==> src/rtl/am2958_bus_arbiter.sv <==
// am2958_bus_arbiter: round-robin owner selection for a shared tristate bus
// made of am2958 inverting driver banks. Drives the active-low g_ enables so
// that at most one bank is on. Every change of owner passes through one
// all-disabled turnaround cycle.
// Optional build macro AM2958_ARB_TENURE_EN: limits how long an owner may
// hold the bus while another requester is waiting (TENURE cycles).
module am2958_bus_arbiter #(
  parameter int NREQ   = 4,
  parameter int IDW    = 2,
  parameter int TENURE = 8
) (
  input  logic            clk,
  input  logic            rst,
  input  logic [NREQ-1:0] req,
  output logic [NREQ-1:0] g_,
  output logic [IDW-1:0]  gnt_id,
  output logic            busy,
  output logic            turn
);

  // Parameter sanity, evaluated at elaboration only
  if (IDW != $clog2(NREQ)) begin : g_bad_idw
    $error("IDW must equal clog2(NREQ)");
  end
  if (TENURE < 1 || TENURE > 255) begin : g_bad_tenure
    $error("TENURE must be in 1..255");
  end

  // state is left as a plain named signal so checkers can probe it directly
  typedef enum logic [1:0] {
    IDLE  = 2'd0,
    GRANT = 2'd1,
    TURN  = 2'd2
  } state_t;

  state_t            state;
  state_t            state_nxt;
  logic [IDW-1:0]    ptr;
  logic [IDW-1:0]    ptr_nxt;
  logic [IDW-1:0]    sel;
  logic              found;
  logic [2*NREQ-1:0] req_rot2;
  logic [NREQ-1:0]   req_rot;
  logic [IDW:0]      sum;
  logic [NREQ-1:0]   g_nxt;
  logic [IDW-1:0]    gnt_nxt;
  logic              busy_nxt;
  logic              turn_nxt;
  logic              others;
  logic              forced;
  logic              release_bus;

  // Requests from anyone other than the current owner
  assign others = |(req & ~(NREQ'(1) << gnt_id));

`ifdef AM2958_ARB_TENURE_EN
  logic [7:0] ten_cnt;

  // Tenure counter: zero outside GRANT, counts GRANT cycles, saturates
  always_ff @(posedge clk) begin
    if (rst || state != GRANT) ten_cnt <= '0;
    else if (ten_cnt != 8'hff) ten_cnt <= ten_cnt + 8'd1;
  end

  assign forced = (state == GRANT) && others && (ten_cnt >= 8'(TENURE - 1));
`else
  assign forced = 1'b0;
`endif

  // Owner gives up the bus when it drops req, or is forced off by tenure
  assign release_bus = !req[gnt_id] || forced;

  // Rotate req so bit 0 is the ptr position, pick the first set bit,
  // then map the rotated index back to a requester number
  always_comb begin
    req_rot2 = {req, req} >> ptr;
    req_rot  = req_rot2[NREQ-1:0];
    found    = 1'b0;
    sel      = '0;
    sum      = '0;
    for (int i = NREQ - 1; i >= 0; i--) begin
      if (req_rot[i]) begin
        found = 1'b1;
        sum   = {1'b0, ptr} + (IDW+1)'(i);
        if (sum >= (IDW+1)'(NREQ)) sum = sum - (IDW+1)'(NREQ);
        sel   = sum[IDW-1:0];
      end
    end
  end

  // State and all outputs are registered; reset wins over everything
  always_ff @(posedge clk) begin
    if (rst) begin
      state  <= IDLE;
      ptr    <= '0;
      g_     <= '1;
      gnt_id <= '0;
      busy   <= 1'b0;
      turn   <= 1'b0;
    end else begin
      state  <= state_nxt;
      ptr    <= ptr_nxt;
      g_     <= g_nxt;
      gnt_id <= gnt_nxt;
      busy   <= busy_nxt;
      turn   <= turn_nxt;
    end
  end

  // Next-state: IDLE and TURN both arbitrate; GRANT waits for release
  always_comb begin
    state_nxt = state;
    case (state)
      GRANT:   if (release_bus) state_nxt = TURN;
      default: state_nxt = found ? GRANT : IDLE;
    endcase
  end

  // Next values of the registered outputs and the round-robin pointer
  always_comb begin
    g_nxt    = g_;
    gnt_nxt  = gnt_id;
    busy_nxt = busy;
    turn_nxt = 1'b0;
    ptr_nxt  = ptr;
    case (state)
      GRANT: begin
        if (release_bus) begin
          g_nxt    = '1;
          gnt_nxt  = '0;
          busy_nxt = 1'b0;
          turn_nxt = 1'b1;
          ptr_nxt  = (gnt_id == IDW'(NREQ - 1)) ? '0 : gnt_id + 1'b1;
        end
      end
      default: begin
        if (found) begin
          g_nxt    = ~(NREQ'(1) << sel);
          gnt_nxt  = sel;
          busy_nxt = 1'b1;
        end else begin
          g_nxt    = '1;
          gnt_nxt  = '0;
          busy_nxt = 1'b0;
        end
      end
    endcase
  end

endmodule

==> config.mk <==
export PLATFORM = sky130hd
export DESIGN_NAME = am2958_bus_arbiter
export DESIGN_NICKNAME = d
export VERILOG_FILES = /design/src/rtl/am2958_bus_arbiter.sv
export SDC_FILE = /design/constraint.sdc
export NUM_CORES = 1
export LEC_CHECK = 0
export CORE_AREA = 5 5 42 44
export DETAILED_ROUTE_END_ITERATION = 7
export DIE_AREA = 0 0 47 49
export GPL_ROUTABILITY_DRIVEN = 0
export GPL_TIMING_DRIVEN = 0
export PLACE_DENSITY_LB_ADDON = 0.05
export SLEW_MARGIN = 10
export SYNTH_ARGS = -nofsm -noshare
export SYNTH_HDL_FRONTEND = slang
export SYNTH_SLANG_ARGS = --single-unit
==> constraint.sdc <==
create_clock -name clk -period 1.8 [get_ports clk]
set_clock_uncertainty 0.05 [all_clocks]
set_input_delay 0.45 -clock clk [delete_from_list [all_inputs] [get_ports clk]]
set_output_delay 0.45 -clock clk [all_outputs]
set_load 0.02 [all_outputs]
Word level (Yosys, flattened, before mapping) --
Cells that the tools add are included.
Word-level totals: register bits 12, latch bits 0, RAM bits 0, memory bits (read-only) 0, input port bits 6, output and inout bits 8, word-level logic and storage cells 57, memories 0
Operators by class: add/subtract/negate cells 8, multiply operators 0, divide/modulo/power cells 0, magnitude comparators 5, equal/unequal tests 3, shifts and indexed selects 2, mux-type cells 28, bitwise operators 3, reduce and logical (&&, ||, !) cells 2
Operators with widths (number):
- $mux 2 | 14
- $mux 4 | 3
- $mux 1 | 10
- $ge 3x3->1 const B | 3
- $shr 8x2->4 | 1
- $sub 2x1->2 const B | 4
- $add 2x2->3 const B | 2
- $not 4->4 | 1
- $shl 1x2->4 const A | 1
- $add 2x1->3 const B | 1
- $ge 2x3->1 const B | 1
- $lt 2x3->1 const B | 1
- $add 2x1->2 const B | 1
- $bmux 1 s2 | 1
- $eq 2x1->1 const B | 1
- $eq 2x2->1 const B | 1
- $ne 2x2->1 const B | 1
- $not 1->1 | 2
- $reduce_and 2->1 | 1
- $reduce_or 2->1 | 1

Longest topological paths before layout --
depth in word-level cells 11, gate-level depth with buffers 5, mapped depth without buffers 4

Worst setup path after synthesis --
No wires, ideal clock.
kind reg-to-reg, start point register gnt_id[0], end point register gnt_id[0], arrival 1.452 ns, required time 1.633 ns, setup slack 0.182 ns, stages on the path, launching flop included 5, path buffers 0, cell sequence dfxtp_1 -> mux4_2 -> nand3b_4 -> inv_1 -> a22o_1
On the way: longest elaborated chain between the ends 3
Ends and longest elaborated chain:
- start: declaration | line 16 | output logic [IDW-1:0] gnt_id,
- start signal: assignment | line 104 | gnt_id <= gnt_nxt;
- $bmux 1 s2 | line 71 | assign release_bus = !req[gnt_id] || forced;
- $mux 1 (not written as such) | line 71
- $ne 2x2->1 (no line)
Every way passes these cells. The select of a mux whose other input is x is not followed. A chain may end at the register's enable or synchronous reset.

==> metrics.md <==
| Metric | Value |
|---|---|
| CTS tree | yes |
| Crit-path slowest cell | clkdlybuf4s50_1 |
| First-pass GRT wire length | 2130 um |
| Number of flops mapped to enable cells by yosys | 0 |
| Syn Std Cell Area | 526 um^2 |
| Top cell type's share of synthesized area | 41.9% |
| Final Cycle Share | 96.0% |
| NumNets Final | 80 |
| Length in cells of the worst reg-to-reg path | 4 |
| Mapped Cells | 55 |
| Final Setup Violations | 0 |
| Antenna viol nets, final | 0 |
| Worst-path fanout max | 3 |
| Die W | 47 um |
| Setup TNS Final | 0 ns |
| Iter 0 DRT Violations | 6 |
| Slew Limit Fails | 0 |
| Chip height | 49 um |
| Dpl hpwl | 860 um |
| FILL cells | 143 |
| Outcome | complete, no violations |
| Stages on the worst setup path | 1 |
| Core utilization of the finished layout | 51.0% |
| Largest net degree at the start of global routing | 11 |
| Net Sw Power | 0.173 mW |
| Critical path class | reg -> out |
| Wirelength, routed | 1240 um |
| CP bufs+invs | 1 |
| Slew Limit Headroom | 73.9% |
| Root Driver | clkbuf_4 |
| Diode count | 0 |
| Sink Count | 11 |
| Synth Net Count | 62 |
| Synth Register Bits | 11 |
| Max-cap violations | 0 |
| CTS H-tree lvls | 1 |
| CTS Hold Bufs | 0 |
| Number of CTS-inserted buffers | 3 |
| Yosys warns | 0 |
| Sw Share | 29.7% |
| Combinational power share | 24.2% |
| Total congestion overflow | 0 |
| Hold Fails Final Rpt | 0 |
| Die area | 0.00230 mm^2 |
| Initial Util | 37.5% |
| Worst skew pair latency | 0.27 ns |
| Largest stage delay on the critical path | 0.61 ns |
| Clock slew at reported path FFs | 0.07 ns |
| Min-Delay Path Class | in -> reg |
| Synth cell types | 27 |
| Initial antenna violation count | 0 |
| Tmin final | 1.73 ns |
| Setup WS pre-CTS | -0.326 ns |
| Max Clk Rate | 579 MHz |
| Synthesized area per cell | 9.55 um^2 |
| Clock share of power | 29.3% |
| Vias per inst | 5.44 |
| Post-synth top flop | dfxtp_1 |
| Top cells by area, synth | dfxtp_1 42%, a21oi_1 4.8%, nor3_1 4.8%, mux4_2 4.3%, nand3b_4 3.8% |
| Seq pwr share | 46.6% |
| Area leader, netlist | dfxtp_1 |
| Arr. time, crit path | 1.23 ns |
| Core ar. | 0.00140 mm^2 |
| FP Rows | 14 |
| Total iterations of the first detailed-routing run | 4 |
| Post-route worst setup slack | 0.0720 ns |
| Pint | 0.410 mW |
| Max VDD drop | 0.000425 V |
| Number of global-route vias before repair | 461 |
| Startpoint type of the worst setup path | flip-flop |
| Delay-heaviest family, CP | buffers and inverters |
| Ports | 14 |
| Port buffer count | 12 |
| Post-synthesis sequential area ratio | 41.9% |
| Commonest non-fill, non-tap cell in the layout | dfxtp_1 |
| WP data required | 1.30 ns |
| Worst setup EP type | output pin |
| Leak | 0.305 nW |
| Share of cells above drive strength 1 | 16.7% |
| Gr usage total | 12.7% |
| Most frequent cells in the layout | 11 x dfxtp_1, 6 x clkdlybuf4s50_1, 5 x a21oi_1 |
| Unrepaired setup endpoints after global routing | no |
| DR DRC count | 0 |
| Worst-Margin Slew | 0.389 ns |
| Via count | 479 |
| DR WL/cell | 14.0 um |
| Max Root-Sink Buffers | 2 |
| Pwr/cell area | 816 mW/mm^2 |
| Cell breakdown of the critical path | clkdlybuf4s50_1 |
| Hold Crit Depth | 2 |
| Async SR Flop Fraction | 0% |
| Synth-to-Final Area Change | 36.0% |
final timing paths:
| check | startpoint | endpoint | slack [ns] |
|---|---|---|---|
| hold / removal | rst | gnt_id[1] | 0.36 |
| setup reg to reg | gnt_id[0] | gnt_id[0] | 0.19 |
| setup / recovery | state[0] | busy | 0.07 |
| hold reg to reg | g_[2] | g_[2] | 0.43 |
area by class of cell:
class                      count  area (um^2)  area share (%)
clock buffer                   4         26.3            3.68
tap                           16         20.0            2.80
inverter                       2         7.51            1.05
multi-input combinational     40          294            41.2
sequential                    11          220            30.8
timing repair buffer          13          131            18.4
buffer                         2         15.0            2.10
state kept, by name, indices dropped and copies added (netlist names):
| signal | count |
|---|---|
| ptr | 2 |
| state | 2 |
| turn | 1 |
| g_ | 4 |
| gnt_id | 2 |
power groups by stage:
stage	Combinational (mW)	Clock (mW)	Sequential [mW]
5_1_grt	0.155	0.188	0.275
4_1_cts	0.140	0.175	0.272
3_5_place_dp	0.138	0	0.278
2_1_floorplan	0.0708	0	0.291
3_3_place_gp	0.138	0	0.277
6_report	0.141	0.171	0.272
through the flow:
step	instances	cell area (um^2)	power (mW)	hold slack, ns
after detailed placement	83	666	0.416	0.419
after CTS	88	696	0.587	0.359
after floorplan	55	526	0.362	0.429
after global placement	83	666	0.415	0.413
after global routing	88	714	0.617	0.363
final	88	714	0.583	0.362
timing repair:
action,4_1_cts,5_1_grt
buffers inserted,1,0
resized for setup,3,5
endpoints found under the setup margin,4,6
cell families (layout without fill, tap and decap cells):
family / after synthesis / in the layout / synth area share, %
multiplexers: 2 / 2 / 6.19
AO/OA/AOI/OAI: 17 / 17 / 22.6
AND/OR/NAND/NOR: 20 / 20 / 22.6
flip-flops: 11 / 11 / 41.9
adder cells (fa/ha/maj): 1 / 1 / 2.38
buffers and inverters: 4 / 21 / 4.29
routing by layer:
layer  global-route usage (%)  wire length, um  up-vias  part of all wire, %
met5                        0                0        -                    0
met4                     8.29               34        0                  2.8
met1                     18.0              613      219                   50
li1                         -                -      242                    -
met3                     2.21               71        5                  5.7
met2                     16.7              516       13                   42
synth_stat cells, types with 2 or more instances:
library cell,n
dfxtp_1,11
a21oi_1,5
nor3_1,5
nor2_1,4
nand2_1,3
a31oi_1,2
buf_4,2
inv_1,2
nand2b_1,2
o32a_1,2
Power figures use the tool's default switching activity.
==> edit, RTL diff (same settings) <==
Encoding of `state_t`: now one-hot (3 bits for 3 states).
--- a/src/rtl/am2958_bus_arbiter.sv
+++ b/src/rtl/am2958_bus_arbiter.sv
@@ -27,10 +27,10 @@
   end
 
   // state is left as a plain named signal so checkers can probe it directly
-  typedef enum logic [1:0] {
-    IDLE  = 2'd0,
-    GRANT = 2'd1,
-    TURN  = 2'd2
+  typedef enum logic [2:0] {
+    IDLE  = 3'b001,
+    GRANT = 3'b010,
+    TURN  = 3'b100
   } state_t;
 
   state_t            state;
Function: no difference found for any inputs over 10 cycles, from zero or initial values and one cycle with rst high; not proved beyond that.
==> edit against the unedited design <==
Sequential cell count rose by 1; wire length up 0.81%; cell area is 5.3% higher; critical endpoint is now g_[0]$_SDFFE_PP1P_; worst setup slack worse by 21 ps; first-iteration DRC count rose by 33%; synthesized area grew 7.1%; highest routed layer unchanged; power is 7.0% higher.
==> edit: results (changes against the unedited design) <==
area occupied by multi-input gates 319 µm² (+8.5%); max incr delay on CP 530 ps (-80 ps); initial antenna violation count 0 (unchanged); first-pass GRT wire length 2.07 mm (-2.6%); drt pass-1 iters 4 (unchanged); post-synthesis async set-or-reset flop share 0% (unchanged); hpwl dp 925 µm (+7.5%); Pint 459 µW (+12%); placed cell area 703 µm² (+5.6%); sequential-to-total area share from yosys stat 42.7% (+0.76 points); top cells by area, synth dfxtp_1 43%, a21oi_1 4.4%, mux4_2 4.0%, o32a_1 3.6%, nor2_1 3.3%; GRT Total Usage 12.0% (-0.65 points); placed insts 87 (+4.8%); drt initial violations 8 (+2); Leakage Power 0.297 nW (-2.7%); fin cells 92 (+4.5%); nets 84 (+5.0%); count of input and output buffers 12 (unchanged); CP max stage cell clkdlybuf4s50_1; vias in the first global route 499 (+8.2%); biggest regs g_: 4 flops, state: 3 flops; Post-synth top flop dfxtp_1; CTS H-Tree Depth 1 (unchanged); total number of vias 517 (+7.9%); max_slew headroom 56.3% (-18 points); Worst VDD drop 0.347 mV (-18%); Post-Synth Adder-Cell Area 2.22% (-0.16 points); fraction of layout cells with a size suffix above 1 17.1% (+0.44 points); filler cell count 138 (-3.5%); synth cell count leaders 12 x dfxtp_1, 5 x a21oi_1, 5 x nor2_1; Synth Area in Compound Gates 20.0% (-2.6 points); Hold Crit Class register to register; peak fanout along the critical path 4 (+1); Wirelength per Cell 13.5 µm (-3.6%); status finished clean; pin count of the biggest net entering global routing 11 (unchanged); post-synthesis mux area share 6.00% (-0.19 points); critical path arrival 1860 ps (+630 ps); # diodes 0 (unchanged); Mean Syn Cell Area 9.54 µm² (-0.12%); Distinct cells, synth 32 (+19%); syn nets 66 (+6.5%); worst-skew pair later-pin latency 270 ps (about the same); Clock Tree Buf Depth 2 (unchanged)
-- edit: cell count changes in the layout (fill, tap and decap cells not counted), moves of 2 or more --
cell	unedited run	this run
inv_1	2	0
and2b_2	0	2
buf_4	3	1
o21ai_0	1	3
-- edit: per-stage QoR --
stage	setup TNS, ps	worst slack, ps	hold WS, ps
2_1_floorplan	0	270	409
3_3_place_gp	-2330	-288	413
3_5_place_dp	-2260	-297	418
4_1_cts	0	8.55	434
5_1_grt	0	10.9	480
6_report	0	50.9	428
-- edit: timing repair --
action	CTS	global route
gates cloned	0	0
buffers inserted	0	1
hold buffers	0	0
setup endpoints to repair	3	6
gates resized for setup	3	4
-- edit: final cells by class --
| type | instances | area share (%) |
|---|---|---|
| plain buffers | 2 | 0.998 |
| flip-flops and latches | 12 | 31.9 |
| clock buffers | 4 | 4.83 |
| repair buffers | 13 | 17.1 |
| multi-input cells | 45 | 42.4 |
| well taps | 16 | 2.66 |
-- edit: final timing paths --
kind	startpoint	to	slack (ps)	cells past startpoint
max	req[2]	g_[0]$_SDFFE_PP1P_	50	5
min	g_[2]$_SDFFE_PP1P_	g_[2]$_SDFFE_PP1P_	430	1
max reg2reg	gnt_id[0]$_SDFFE_PP0P_	ptr[0]$_SDFFE_PP0P_	300	4
min reg2reg	g_[2]$_SDFFE_PP1P_	g_[2]$_SDFFE_PP1P_	430	1
-- edit: cells by family (layout without fill, tap and decap cells) --
family / after synthesis / in the layout
buf+inv: 2 / 19
mux: 2 / 2
compound gates: 17 / 17
fa+ha+maj: 1 / 1
flops: 12 / 12
simple gates: 25 / 25
-- edit: metal layers --
layer | track usage (%) | part of all wire (%) | vias to the layer above | wire (µm)
met5 | 0 | 0 | - | 0
met4 | 5.53 | 0.88 | 0 | 11
met3 | 2.21 | 3.2 | 2 | 40
met2 | 17.9 | 46 | 9 | 573
met1 | 16.2 | 50 | 247 | 619
li1 | - | - | 259 | -
-- edit: power groups by stage --
| stage | clock, mW | sequential, mW | combinational [mW] |
|---|---|---|---|
| CTS | 0.219 | 0.291 | 0.116 |
| floorplan | 0 | 0.309 | 0.0578 |
| detailed placement | 0 | 0.297 | 0.118 |
| finish | 0.213 | 0.291 | 0.120 |
| global route | 0.234 | 0.293 | 0.129 |
| global placement | 0 | 0.297 | 0.119 |
-- edit: worst max-delay path: cells and delay by family --
kind / cells / cell delay, ps
buffers and inverters: 1 / 530
AND/OR/NAND/NOR: 3 / 530
AO/OA/AOI/OAI: 1 / 340
